**config.mk**
```make
export PLATFORM = sky130hd
export DESIGN_NAME = tone_gen
export DESIGN_NICKNAME = d
export VERILOG_FILES = /design/src/rtl/tone_pkg.sv /design/src/rtl/tone_divider.sv /design/src/rtl/tone_gen.sv
export SDC_FILE = /design/constraint.sdc
export NUM_CORES = 1
export LEC_CHECK = 0
export CAP_MARGIN = 20
export CORE_MARGIN = 1.5
export CORE_UTILIZATION = 51
export DETAILED_ROUTE_END_ITERATION = 10
export DONT_BUFFER_PORTS = 1
export PLACE_DENSITY = 0.66
export SLEW_MARGIN = 20
export SYNTH_ARGS = -nofsm -noshare
export SYNTH_HDL_FRONTEND = slang
export SYNTH_HIERARCHICAL = 1
export SYNTH_SLANG_ARGS = --single-unit
```
**constraint.sdc**
```tcl
create_clock -name clk -period 5 [get_ports clk]
set_input_delay 0.75 -clock clk [delete_from_list [all_inputs] [get_ports clk]]
set_output_delay 0.75 -clock clk [all_outputs]
set_load 0.005 [all_outputs]
```
**src/rtl/tone_pkg.sv**
```systemverilog
// tone_pkg -- shared definitions for the tone generator.
//   NOTE_CHZ : note frequencies in centi-Hz, C4 D E F G A B C5
//   tone_state_t : IDLE / RUN / STOP controller states
//   calc_tc  : constant function giving the half-period terminal count
package tone_pkg;

    localparam int TABLE_NOTES = 8;

    localparam int unsigned NOTE_CHZ [TABLE_NOTES] = '{
        26163, 29366, 32963, 34923, 39200, 44000, 49388, 52325
    };

    typedef enum logic [1:0] {
        ST_IDLE = 2'd0,
        ST_RUN  = 2'd1,
        ST_STOP = 2'd2
    } tone_state_t;

    // round(clk_hz / (2*f)) - 1 with f given in centi-Hz; 64-bit math so a
    // 100 MHz clock scaled by 100 cannot overflow. Rounds half up.
    function automatic longint unsigned calc_tc(input longint unsigned clk_hz,
                                                input longint unsigned note_chz);
        longint unsigned half_cycles;
        half_cycles = (clk_hz * 64'd100 + note_chz) / (64'd2 * note_chz);
        return half_cycles - 64'd1;
    endfunction

endpackage

```
**src/rtl/tone_divider.sv**
```systemverilog
// tone_divider -- half-period counter with square-wave toggle.
//   clk, reset_n : clock, asynchronous active-low reset
//   count_en     : advance the counter this cycle
//   clear        : force counter and tone to zero (idle)
//   tc           : terminal count; half-period is tc+1 cycles
//   terminal     : high in the cycle the counter wraps and the tone toggles
//   tone_out     : square wave output
module tone_divider
    import tone_pkg::*;
#(
    parameter int CNT_W = 18
) (
    input  logic             clk,
    input  logic             reset_n,
    input  logic             count_en,
    input  logic             clear,
    input  logic [CNT_W-1:0] tc,
    output logic             terminal,
    output logic             tone_out
);

    logic [CNT_W-1:0] count;

    // >= rather than == so a counter that somehow sits above tc still wraps.
    assign terminal = count_en && (count >= tc);

    // Counter and tone flip-flop: wrap to zero and toggle in the same cycle,
    // so tc = 0 produces a toggle on every enabled cycle.
    always_ff @(posedge clk or negedge reset_n) begin
        if (!reset_n) begin
            count    <= '0;
            tone_out <= 1'b0;
        end else if (clear) begin
            count    <= '0;
            tone_out <= 1'b0;
        end else if (terminal) begin
            count    <= '0;
            tone_out <= ~tone_out;
        end else if (count_en) begin
            count    <= count + CNT_W'(1);
        end
    end

endmodule

```
**src/rtl/tone_gen.sv**
```systemverilog
// tone_gen -- musical square-wave tone generator with glitch-free note changes.
//   clk, reset_n : clock, asynchronous active-low reset
//   enable       : level request for a tone
//   note_sel     : note index 0..NUM_NOTES-1 (C4..C5)
//   octave       : upward octave shift (terminal count shifted right)
//   note_valid   : strobe capturing note_sel/octave into a pending slot
//   note_ack     : one-cycle pulse when a pending request takes effect
//   tone_out     : 50% duty square wave
//   active_note  : note currently in use
//   active       : high while in RUN or STOP
module tone_gen
    import tone_pkg::*;
#(
    parameter int CLK_HZ    = 100_000_000,
    parameter int NUM_NOTES = 8,
    parameter int CNT_W     = 18,
    parameter int OCT_W     = 2
) (
    input  logic                         clk,
    input  logic                         reset_n,
    input  logic                         enable,
    input  logic [$clog2(NUM_NOTES)-1:0] note_sel,
    input  logic [OCT_W-1:0]             octave,
    input  logic                         note_valid,
    output logic                         note_ack,
    output logic                         tone_out,
    output logic [$clog2(NUM_NOTES)-1:0] active_note,
    output logic                         active
);

    localparam int SEL_W = $clog2(NUM_NOTES);
    localparam logic [SEL_W:0] NOTE_LIMIT = (SEL_W + 1)'(NUM_NOTES);

    tone_state_t      state;
    logic [OCT_W-1:0] active_oct;
    logic             pend_valid;
    logic [SEL_W-1:0] pend_sel;
    logic [OCT_W-1:0] pend_oct;

    logic             terminal;
    logic             stop_quiet;
    logic             count_en;
    logic             div_clear;
    logic             capture;
    logic             apply;
    logic [CNT_W-1:0] tc_cur;

    // Per-note terminal counts, fixed at elaboration from the clock rate.
    logic [CNT_W-1:0] tc_table [NUM_NOTES];

    for (genvar g = 0; g < NUM_NOTES; g++) begin : g_tc
        localparam int TBL_IDX = (g < TABLE_NOTES) ? g : TABLE_NOTES - 1;
        localparam longint unsigned TC_FULL =
            calc_tc(64'(CLK_HZ), 64'(NOTE_CHZ[TBL_IDX]));
        assign tc_table[g] = CNT_W'(TC_FULL);
    end

    assign tc_cur = tc_table[active_note] >> active_oct;

    // Stopping while the tone is already low: drop straight to idle so no
    // partial high pulse can be started.
    assign stop_quiet = (state == ST_STOP) && !enable && !tone_out;
    assign count_en   = (state == ST_RUN) || ((state == ST_STOP) && !stop_quiet);
    assign div_clear  = (state == ST_IDLE) || stop_quiet;

    // Out-of-range note indices are dropped entirely.
    assign capture = note_valid && ({1'b0, note_sel} < NOTE_LIMIT);

    // Note changes only land on a toggle so no half-period is ever shortened;
    // when idle there is no phase to protect so they land at once.
    assign apply = pend_valid && ((state == ST_IDLE) || terminal);

    tone_divider #(
        .CNT_W (CNT_W)
    ) u_divider (
        .clk      (clk),
        .reset_n  (reset_n),
        .count_en (count_en),
        .clear    (div_clear),
        .tc       (tc_cur),
        .terminal (terminal),
        .tone_out (tone_out)
    );

    // Run/stop controller. STOP keeps the divider running until the high
    // phase finishes, so the last pulse is always full length; re-enabling
    // in STOP resumes RUN with the counter untouched.
    always_ff @(posedge clk or negedge reset_n) begin
        if (!reset_n) begin
            state  <= ST_IDLE;
            active <= 1'b0;
        end else begin
            case (state)
                ST_IDLE: begin
                    if (enable) begin
                        state  <= ST_RUN;
                        active <= 1'b1;
                    end
                end
                ST_RUN: begin
                    if (!enable) begin
                        state <= ST_STOP;
                    end
                end
                ST_STOP: begin
                    if (enable) begin
                        state <= ST_RUN;
                    end else if (!tone_out || terminal) begin
                        state  <= ST_IDLE;
                        active <= 1'b0;
                    end
                end
                default: begin
                    state  <= ST_IDLE;
                    active <= 1'b0;
                end
            endcase
        end
    end

    // Pending request slot and active note. The apply takes the older value
    // first; a strobe arriving in the same cycle refills the slot afterwards,
    // and repeated strobes simply overwrite it so only one ack results.
    always_ff @(posedge clk or negedge reset_n) begin
        if (!reset_n) begin
            note_ack    <= 1'b0;
            active_note <= '0;
            active_oct  <= '0;
            pend_valid  <= 1'b0;
            pend_sel    <= '0;
            pend_oct    <= '0;
        end else begin
            note_ack <= apply;
            if (apply) begin
                active_note <= pend_sel;
                active_oct  <= pend_oct;
                pend_valid  <= 1'b0;
            end
            if (capture) begin
                pend_sel   <= note_sel;
                pend_oct   <= octave;
                pend_valid <= 1'b1;
            end
        end
    end

endmodule

```
==> out/qor.csv, run 1 <==
metric,value,unit
Yosys reg bits,34,
status,completed,
global route overflow,0,
nets@finish,331,
Placed Area,2900,sq um
WP data arrival,4.27,ns
Post-CTS Hold Fix Bufs,0,
WHS,0.155,ns
Post-Syn Area,2870,sq um
first-pass GRT wire length,9450,microns
worst-case clock buffer depth,2,
crit path capture type,register,
detailed-route DRC error count,0,
Synth area leaders,"dfrtp_1 (30%), ha_1 (12%), mux2i_1 (4.5%), mux2_2 (4.3%), inv_1 (4.1%)",
number of I/O port buffers,0,
Synth Area in XOR/XNOR,3.96,%
"Setup Fix Bufs, Post-CTS",0,
most numerous cell in the Yosys netlist,dfrtp_1,
Inserted Diodes,0,
Clock Latency Late Sink,0.28,ns
Lkg Pwr,1.36,nW
largest family of logic cells by synthesized area,simple AND/OR/NAND/NOR gates,
I/O pin count,15,
CP Max Fanout,8,
crit start category,register,
power consumption,1.02,mW
worst slew pin tran,0.869,ns
RSZ-0062 raised after global routing,no,
Post-Synth Simple-Gate Area,18.5,%
vias in the first global route,1999,
Post-synth top cells,"dfrtp_1 (34), inv_1 (31), ha_1 (28), nand2_1 (20), nor2_1 (16)",
syn avg cell area,9.64,sq um
Mapped Nets,335,
Layout area overhead,3.70,%
Post-Syn Instances,298,
WL/cell,14.7,microns
row cnt,27,
PwrDens,341,nW/um^2
Placed Cells,359,
count of different cell masters after synthesis,58,
Peak VDD IR,0.214,mV
final wirelength,5380,microns
fmax,244,MHz
Resize count post-CTS,0,
via-per-instance ratio,5.76,
ANT nets after route,0,
DP HPWL,4050,microns
Setup CP Type,register to register,
Final min period,4.11,ns
Slew Limit Fails,0,
"Top FF cell, synth",dfrtp_1,
final instance area,2980,sq um
worst rel slew slack,42.1,%
Final Util,54.4,%
Synth async-reset ratio,100,%
largest net degree at the start of global routing,35,
Clock Sinks,34,
final hold violations,0,
Core ar.,5470,sq um
setup TNS,0,ns
part of the cycle the worst path needs,82.1,%
worst setup margin,0.893,ns
CTS tree,yes,
mux cell area share after synthesis,14.3,%
die area,6090,sq um
Post-Synth Adder-Cell Area,12.2,%
"EDFF count, synth",0,
max_cap viols,0,
Worst-path clk slew,0.07,ns
Die X,78.1,microns
total CTS buffers,5,
First-pass DRT Iterations,4,
Final Wtd Congestion,0.827,
"area leader, netlist",dfrtp_1,
final setup skew,0.00702,ns
# fillers,514,
Non-Filler Instances,366,
chip height,78.1,microns
H-tree depth,2,
layout cells sized above 1,18.0,%
dpl ws,0.878,ns
Root Buffer,clkbuf_8,
starting density of the core,52.5,%
Worst EP required,5.16,ns
Synth top area share,29.6,%
Hold WC Path Type,primary input to async pin,
Setup Viol. Count Final,0,
initial antenna violation count,0,
"Seq/Total Area, Yosys",29.6,%
vias,2109,
Synthesis Warnings,6,
Initial DRC Count,127,
compound-gate portion of the synthesized area,14.5,%
Tot GR Track Use,19.4,%
==> where the power goes <==
group	internal, mW	switching, mW	total [mW]	leakage [nW]
registers	0.294	0.0532	0.347	0.441
clock network	0.0954	0.0961	0.191	0.0373
logic	0.227	0.250	0.477	0.883
total	0.616	0.400	1.02	1.36
==> placed cells by master, fill, tap and decap left out, types with 2 or more instances in the layout <==
master | synthesis | layout
and2_1 | 2 | 2
mux4_1 | 2 | 2
mux4_2 | 4 | 4
nor3_2 | 10 | 10
buf_4 | 1 | 2
nand3_1 | 9 | 9
or2_2 | 3 | 3
nor2_1 | 16 | 16
o311ai_0 | 2 | 2
o21ai_1 | 2 | 2
and3_1 | 2 | 2
a21oi_2 | 3 | 3
mux2i_1 | 13 | 13
dfrtp_1 | 34 | 34
o211ai_1 | 2 | 2
clkbuf_8 | 0 | 5
ha_1 | 28 | 28
o21ai_0 | 6 | 6
nor3_1 | 4 | 4
a21oi_1 | 12 | 12
a32oi_1 | 4 | 4
xnor2_1 | 2 | 2
nand2_1 | 20 | 20
nand2b_1 | 5 | 5
a31oi_1 | 2 | 2
a21boi_0 | 3 | 3
nor3b_1 | 2 | 2
inv_1 | 31 | 31
a21o_1 | 4 | 4
mux2_2 | 11 | 11
nor2b_1 | 5 | 5
xor2_1 | 11 | 11
nand3_2 | 2 | 2
nand4_1 | 7 | 7
==> worst max-delay path, cell delays in order (launching register included) <==
cell       delay [ns]
dfrtp_1          0.47
inv_1            0.17
ha_1             0.47
nand2_1          0.14
and2_0           0.22
mux4_2           0.44
inv_1            0.07
ha_1             0.24
a21o_1           0.20
nand3_2          0.07
a21oi_2          0.06
a2111oi_4        0.50
a21oi_4          0.10
o21ai_1          0.43
mux2_2           0.39
==> sequential cells by signal (all words and copies together), names as in the netlist <==
name	cells
active	1
u_divider/count	18
note_ack	1
state	2
pend_sel	3
pend_oct	2
u_divider/tone_out	1
active_note	3
pend_valid	1
active_oct	2
==> area by class of cell <==
cell class / instances / area, sq um / share of cell area [%]
repair buffers: 2 / 15.0 / 0.504
well taps: 72 / 90.1 / 3.02
inverters: 32 / 120 / 4.03
multi-input cells: 219 / 1820 / 61.2
flip-flops and latches: 34 / 851 / 28.6
clock inverters: 1 / 7.51 / 0.252
clock buffers: 6 / 72.6 / 2.44
==> worst paths after layout <==
| path | slack [ns] | cells after the start | startpoint | endpoint |
|---|---|---|---|---|
| worst max-delay path | 0.89 | 14 | active_note[0] | active_note[1] |
| worst min-delay path | 0.16 | 0 | reset_n | u_divider/count[5] |
| worst max register to register | 0.89 | 14 | active_note[0] | active_note[1] |
| worst min register to register | 0.48 | 1 | pend_valid | pend_valid |
| max in group asynchronous | 4.74 | 0 | reset_n | pend_sel[2] |
| min in group clk | 0.48 | 1 | pend_valid | pend_valid |
==> per-layer routing <==
layer	GRT usage (%)	part of all wire, %	up-vias	routed length (microns)
li1	-	-	1056	-
met1	27.4	49	1013	2660
met2	30.8	47	35	2500
met3	2.67	3.1	5	166
met4	6.43	0.98	0	53
met5	0	0	-	0
==> logic make-up (layout without fill, tap and decap cells) <==
| kind of cell | after synthesis | in the layout |
|---|---|---|
| buf+inv | 45 | 41 |
| fa+ha+maj | 28 | 28 |
| mux | 31 | 31 |
| simple gates | 93 | 93 |
| compound gates | 54 | 54 |
| flops | 34 | 34 |
| xor+xnor | 13 | 13 |
(Power assumes the default switching activity.)
==> run 2, diff against run 1 <==
Settings changed: ABC_AREA from default to 1.
Clock period 5 ns to 4 ns, I/O delays scaled along.
==> run 2 against run 1 <==
Sequential share of layout area down 0.31 points. Hold slack worse by 0.032 ns. Routed wire length up 3.3%. Critical path depth up 9. Combinational power up 31%. Global-route usage up 0.78 points. Clock-buffer cell count unchanged. Register-to-register slack worse by 0.05 ns. Sequential power up 21%.
==> out/qor.csv, run 2 <==
metric,value,unit
status,completed,
initial antenna violation count,0,
Final Util,55.0,%
Post-Synth Adder-Cell Area,12.2,%
number of flip-flops in the largest register,18,
Hold WC Path Type,primary input to async pin,
part of the cycle the worst path needs,78.8,%
crit path capture type,register,
largest family of logic cells by synthesized area,simple AND/OR/NAND/NOR gates,
count of different cell masters after synthesis,34,
"EDFF count, synth",0,
nets@finish,441,
Yosys reg bits,34,
Root Buffer,clkbuf_8,
Initial DRC Count,79,
via-per-instance ratio,5.04,
total CTS buffers,5,
Peak VDD IR,0.235,mV
Synth top area share,29.6,%
PwrDens,436,nW/um^2
Final min period,3.15,ns
Setup Viol. Count Final,0,
Synth area leaders,"dfrtp_1 (30%), ha_1 (12%), nand2_1 (12%), nand3_1 (9.7%), inv_1 (8.0%)",
Worst EP required,4.18,ns
die area,6100,sq um
dpl ws,0.880,ns
Final Wtd Congestion,0.832,
Top Layer Used,met4,
metal1 wirelength,2700,microns
DP HPWL,4160,microns
worst slew pin tran,0.635,ns
WP data arrival,3.33,ns
starting density of the core,52.5,%
Post-Syn Area,2880,sq um
CP Max Fanout,11,
syn avg cell area,7.12,sq um
number of I/O port buffers,0,
WL/cell,11.7,microns
"Top FF cell, synth",dfrtp_1,
final wirelength,5560,microns
global route overflow,0,
layout cells sized above 1,11.6,%
Slew Limit Fails,0,
Layout area overhead,4.74,%
worst reg2reg path depth,23,
final hold violations,0,
worst r2r src,active_note[1],
max_cap viols,0,
largest net degree at the start of global routing,29,
detailed-route DRC error count,0,
worst setup margin,0.846,ns
worst rel slew slack,57.3,%
"commonest non-fill, non-tap cell in the layout",nand2_1,
"Seq/Total Area, Yosys",29.6,%
Clock Latency Late Sink,0.29,ns
Synth Area in XOR/XNOR,3.35,%
Setup CP Type,register to register,
"commonest non-fill, non-tap cells in the layout","nand2_1 (92), inv_1 (61), nand3_1 (56)",
compound-gate portion of the synthesized area,6.66,%
Post-Synth Simple-Gate Area,36.6,%
"area leader, netlist",dfrtp_1,
H-tree depth,2,
most numerous cell in the Yosys netlist,nand2_1,
vias,2402,
vias in the first global route,2261,
footprint of the multi-input gates,1690,sq um
top flop regs,"u_divider/count x18, active_note x3, pend_sel x3",
WHS,0.123,ns
First-pass DRT Iterations,4,
setup TNS,0,ns
Core ar.,5470,sq um
row cnt,27,
Crit Reg-Reg Endpoint,active_note[2],
first-pass GRT wire length,9830,microns
ANT nets after route,0,
final setup skew,0.0114,ns
final instance area,3010,sq um
Post-synth top cells,"nand2_1 (92), inv_1 (61), nand3_1 (56), nor2_1 (41), dfrtp_1 (34)",
chip height,78.1,microns
worst-case clock buffer depth,2,
register cell area after layout,851,sq um
RSZ-0062 raised after global routing,no,
CTS tree,yes,
reg2reg setup slack,0.85,ns
Synth async-reset ratio,100,%
mux cell area share after synthesis,0,%
# fillers,538,
Inserted Diodes,0,
Tot GR Track Use,20.2,%
crit start category,register,
Mapped Nets,441,
Post-Syn Instances,404,
"Setup Fix Bufs, Post-CTS",0,
metal3 WL,138,microns
Top reg by flops,u_divider/count,
I/O pin count,15,
Worst-path clk slew,0.08,ns
Lkg Pwr,1.59,nW
WL met2,2670,microns
Synthesis Warnings,6,
Die X,78.1,microns
Placed Area,2890,sq um
fmax,317,MHz
Clock Sinks,34,
## run 2: cells by family after synthesis
logic type      count (synthesis)
compound gates                 32
xor+xnor                       11
fa+ha+maj                      28
buf+inv                        75
flops                          34
simple gates                  224
## run 2: repair_timing
| action | in CTS | in global routing |
|---|---|---|
| hold endpoints to repair | 28 | 6 |
| hold buffers | 1 | 1 |
| setup endpoints to repair | 0 | 0 |
| gates resized for setup | 0 | 0 |
## run 2: metrics by stage
stage               instances  power, mW
finish                    477       1.31
global route              477       1.45
CTS                       476       1.32
detailed placement        467       1.04
global placement          467       1.03
floorplan                 404      0.952
## run 2: per-layer routing
| metal | GRT usage [%] | vias up |
|---|---|---|
| li1 | - | 1278 |
| met3 | 4.30 | 4 |
| met2 | 34.8 | 36 |
| met1 | 25.5 | 1084 |
| met4 | 5.71 | 0 |
| met5 | 0 | - |
## run 2: layout make-up
class,count,share of cell area (%)
Sequential cell,34,28.3
Clock inverter,2,0.415
Inverter,65,8.18
Tap cell,72,2.99
Multi-Input combinational cell,295,56.2
Timing Repair Buffer,3,1.25
Clock buffer,6,2.74
## run 2: worst max-delay path: stages, from the launching register on
cell	delay [ns]
dfrtp_1	0.51
inv_1	0.17
ha_1	0.33
inv_1	0.06
nand2_1	0.10
nand2_1	0.09
o21ai_1	0.19
nand2_1	0.07
nand2_1	0.06
inv_1	0.05
ha_1	0.27
nand2_1	0.06
nor2_1	0.14
nand2_1	0.09
nor2_1	0.11
nor2_1	0.06
nand3_2	0.10
nand2_2	0.10
inv_1	0.09
inv_1	0.06
nand2_2	0.08
nand2_4	0.11
nand2_1	0.10
o21ai_2	0.06
## run 2: how the worst max path moves through the flow
stage	start	to	slack, ns	depth (start not counted)
5_1_grt	active_note[1]	active	0.46	22
6_report	active_note[1]	active_note[2]	0.85	23
3_3_place_gp	active_note[0]	active_note[2]	0.94	23
3_5_place_dp	active_note[1]	active_note[2]	0.88	23
2_1_floorplan	active_note[0]	active_note[0]	1.21	24
4_1_cts	active_note[1]	active_note[2]	0.85	23
## run 2: where the power goes
| part | switching, mW | total [mW] | internal [mW] |
|---|---|---|---|
| clock | 0.129 | 0.268 | 0.138 |
| combinational | 0.402 | 0.624 | 0.223 |
| sequential | 0.0501 | 0.421 | 0.371 |
| total | 0.581 | 1.31 | 0.732 |
==> run 3, diff against run 2 <==
Settings changed: PLACE_DENSITY 0.66 to 0.69.
Clock period 4 ns to 2.9 ns, I/O delays scaled along.
==> run 3 against run 2 <==
Die area stayed put. Combinational power rose by 73%. Clock-buffer cell count unchanged. Utilization grew 4.4 points. Clock power is 41% higher. Via count is 5.4% higher. Hold slack better by 0.12 ns. Clock skew decreased by 0.0039 ns. Largest power group unchanged. First-iteration DRC count rose by 38%.
==> out/qor.csv, run 3 (same netlist as run 2, synthesis figures left out) <==
metric,value,unit
Clock Latency Late Sink,0.29,ns
Tot GR Track Use,20.9,%
layout cells sized above 1,21.7,%
worst setup margin,0.207,ns
Core ar.,5470,sq um
detailed-route DRC error count,0,
max_cap viols,0,
setup TNS,0,ns
via-per-instance ratio,5.20,
Slew Limit Fails,0,
crit start category,register,
worst-case clock buffer depth,2,
Setup Viol. Count Final,0,
die area,6100,sq um
Layout area overhead,13.1,%
Worst Hold Launch,note_valid,
fmax,371,MHz
Placed Cells,474,
Non-Filler Instances,487,
# fillers,527,
dpl ws,0.0569,ns
crit path capture type,register,
Die X,78.1,microns
final hold violations,0,
Initial DRC Count,109,
Top reg by flops,u_divider/count,
worst reg2reg path depth,21,
Placed Area,2940,sq um
Worst EP required,3.11,ns
initial antenna violation count,0,
starting density of the core,52.5,%
worst r2r src,active_note[0],
"commonest non-fill, non-tap cell in the layout",nand2_1,
WP data arrival,2.91,ns
H-tree depth,2,
CP Max Fanout,11,
final wirelength,5890,microns
Lkg Pwr,1.65,nW
power consumption,2.02,mW
part of the cycle the worst path needs,92.9,%
number of flip-flops in the largest register,18,
Peak VDD IR,0.393,mV
final setup skew,0.00755,ns
PwrDens,622,nW/um^2
largest net degree at the start of global routing,35,
Final Util,59.4,%
first-pass GRT wire length,10200,microns
Crit Reg-Reg Endpoint,active_note[2],
Clock Sinks,34,
top flop regs,"u_divider/count x18, active_note x3, pend_sel x3",
worst-case hold path end point,pend_sel[1],
Final Wtd Congestion,0.829,
Setup CP Type,register to register,
Inserted Diodes,0,
status,completed,
DP HPWL,4330,microns
"commonest non-fill, non-tap cells in the layout","nand2_1 (84), inv_1 (55), nand3_1 (51)",
WL/cell,12.1,microns
total CTS buffers,5,
Worst-path clk slew,0.07,ns
ANT nets after route,0,
vias in the first global route,2375,
chip height,78.1,microns
WHS,0.247,ns
global route overflow,0,
nets@finish,451,
I/O pin count,15,
Root Buffer,clkbuf_8,
CTS tree,yes,
Hold WC Path Type,primary input to register,
Final min period,2.69,ns
worst slew pin tran,0.455,ns
number of I/O port buffers,0,
First-pass DRT Iterations,5,
final instance area,3250,sq um
reg2reg setup slack,0.21,ns
Worst Hold Path Cells,1,
vias,2532,
worst rel slew slack,69.6,%
row cnt,27,
==> run 3: cell types whose count changed in the layout (fill, tap and decap cells not counted), sizes merged <==
cell / delta
buf: +10
==> run 3: area by class of cell <==
type                    count  area, sq um  share of cell area [%]
inverters                  65          249                    7.66
repair buffers             13          120                    3.70
clock inverters             2         12.5                   0.385
flip-flops and latches     34          853                    26.3
clock buffers               6         82.6                    2.54
well taps                  72         90.1                    2.77
multi-input cells         295         1840                    56.7
==> run 3: report_power, final <==
| part | switching (mW) | internal (mW) | leakage [nW] |
|---|---|---|---|
| clock network | 0.186 | 0.191 | 0.0472 |
| logic | 0.677 | 0.408 | 1.15 |
| registers | 0.0483 | 0.513 | 0.445 |
| total | 0.910 | 1.11 | 1.65 |
==> run 3: what timing repair did <==
item                       CTS  global route
hold endpoints to repair    34             0
buffers inserted             0             3
hold buffers                 2             0
setup endpoints to repair    0            28
resized for setup            0            44
==> run 3: how the worst max path moves through the flow <==
stage                               from        endpoint  slack [ns]  cells after the start
after global routing      active_note[1]          active       -0.02                     21
after global placement    active_note[0]  active_note[2]        0.09                     22
after CTS                 active_note[0]  active_note[2]        0.04                     22
final                     active_note[0]  active_note[2]        0.21                     21
after floorplan           active_note[0]  active_note[0]        0.11                     24
after detailed placement  active_note[0]  active_note[2]        0.06                     22
==> run 3: layer usage <==
| layer | share of wire (%) | vias up | wire length (microns) | GRT usage, % |
|---|---|---|---|---|
| met3 | 2.5 | 9 | 147 | 3.49 |
| met4 | 1.5 | 0 | 89 | 6.79 |
| met1 | 46 | 1178 | 2740 | 26.3 |
| met5 | 0 | - | 0 | 0 |
| met2 | 50 | 40 | 2920 | 36.3 |
| li1 | - | 1305 | - | - |
==> run 3: critical path, cell delays in order (launching register included) <==
cell,delay (ns)
dfrtp_1,0.39
inv_2,0.09
ha_1,0.27
o21ai_4,0.21
nand3_2,0.11
nand3_1,0.09
nand2_1,0.06
inv_1,0.06
ha_1,0.25
nand2_2,0.13
inv_1,0.06
nand2_1,0.09
a21oi_2,0.06
nor2_1,0.14
nand3_2,0.11
nand2_2,0.07
inv_1,0.04
inv_2,0.09
nand2_4,0.07
nand2_8,0.12
nand2_2,0.06
o21ai_2,0.05
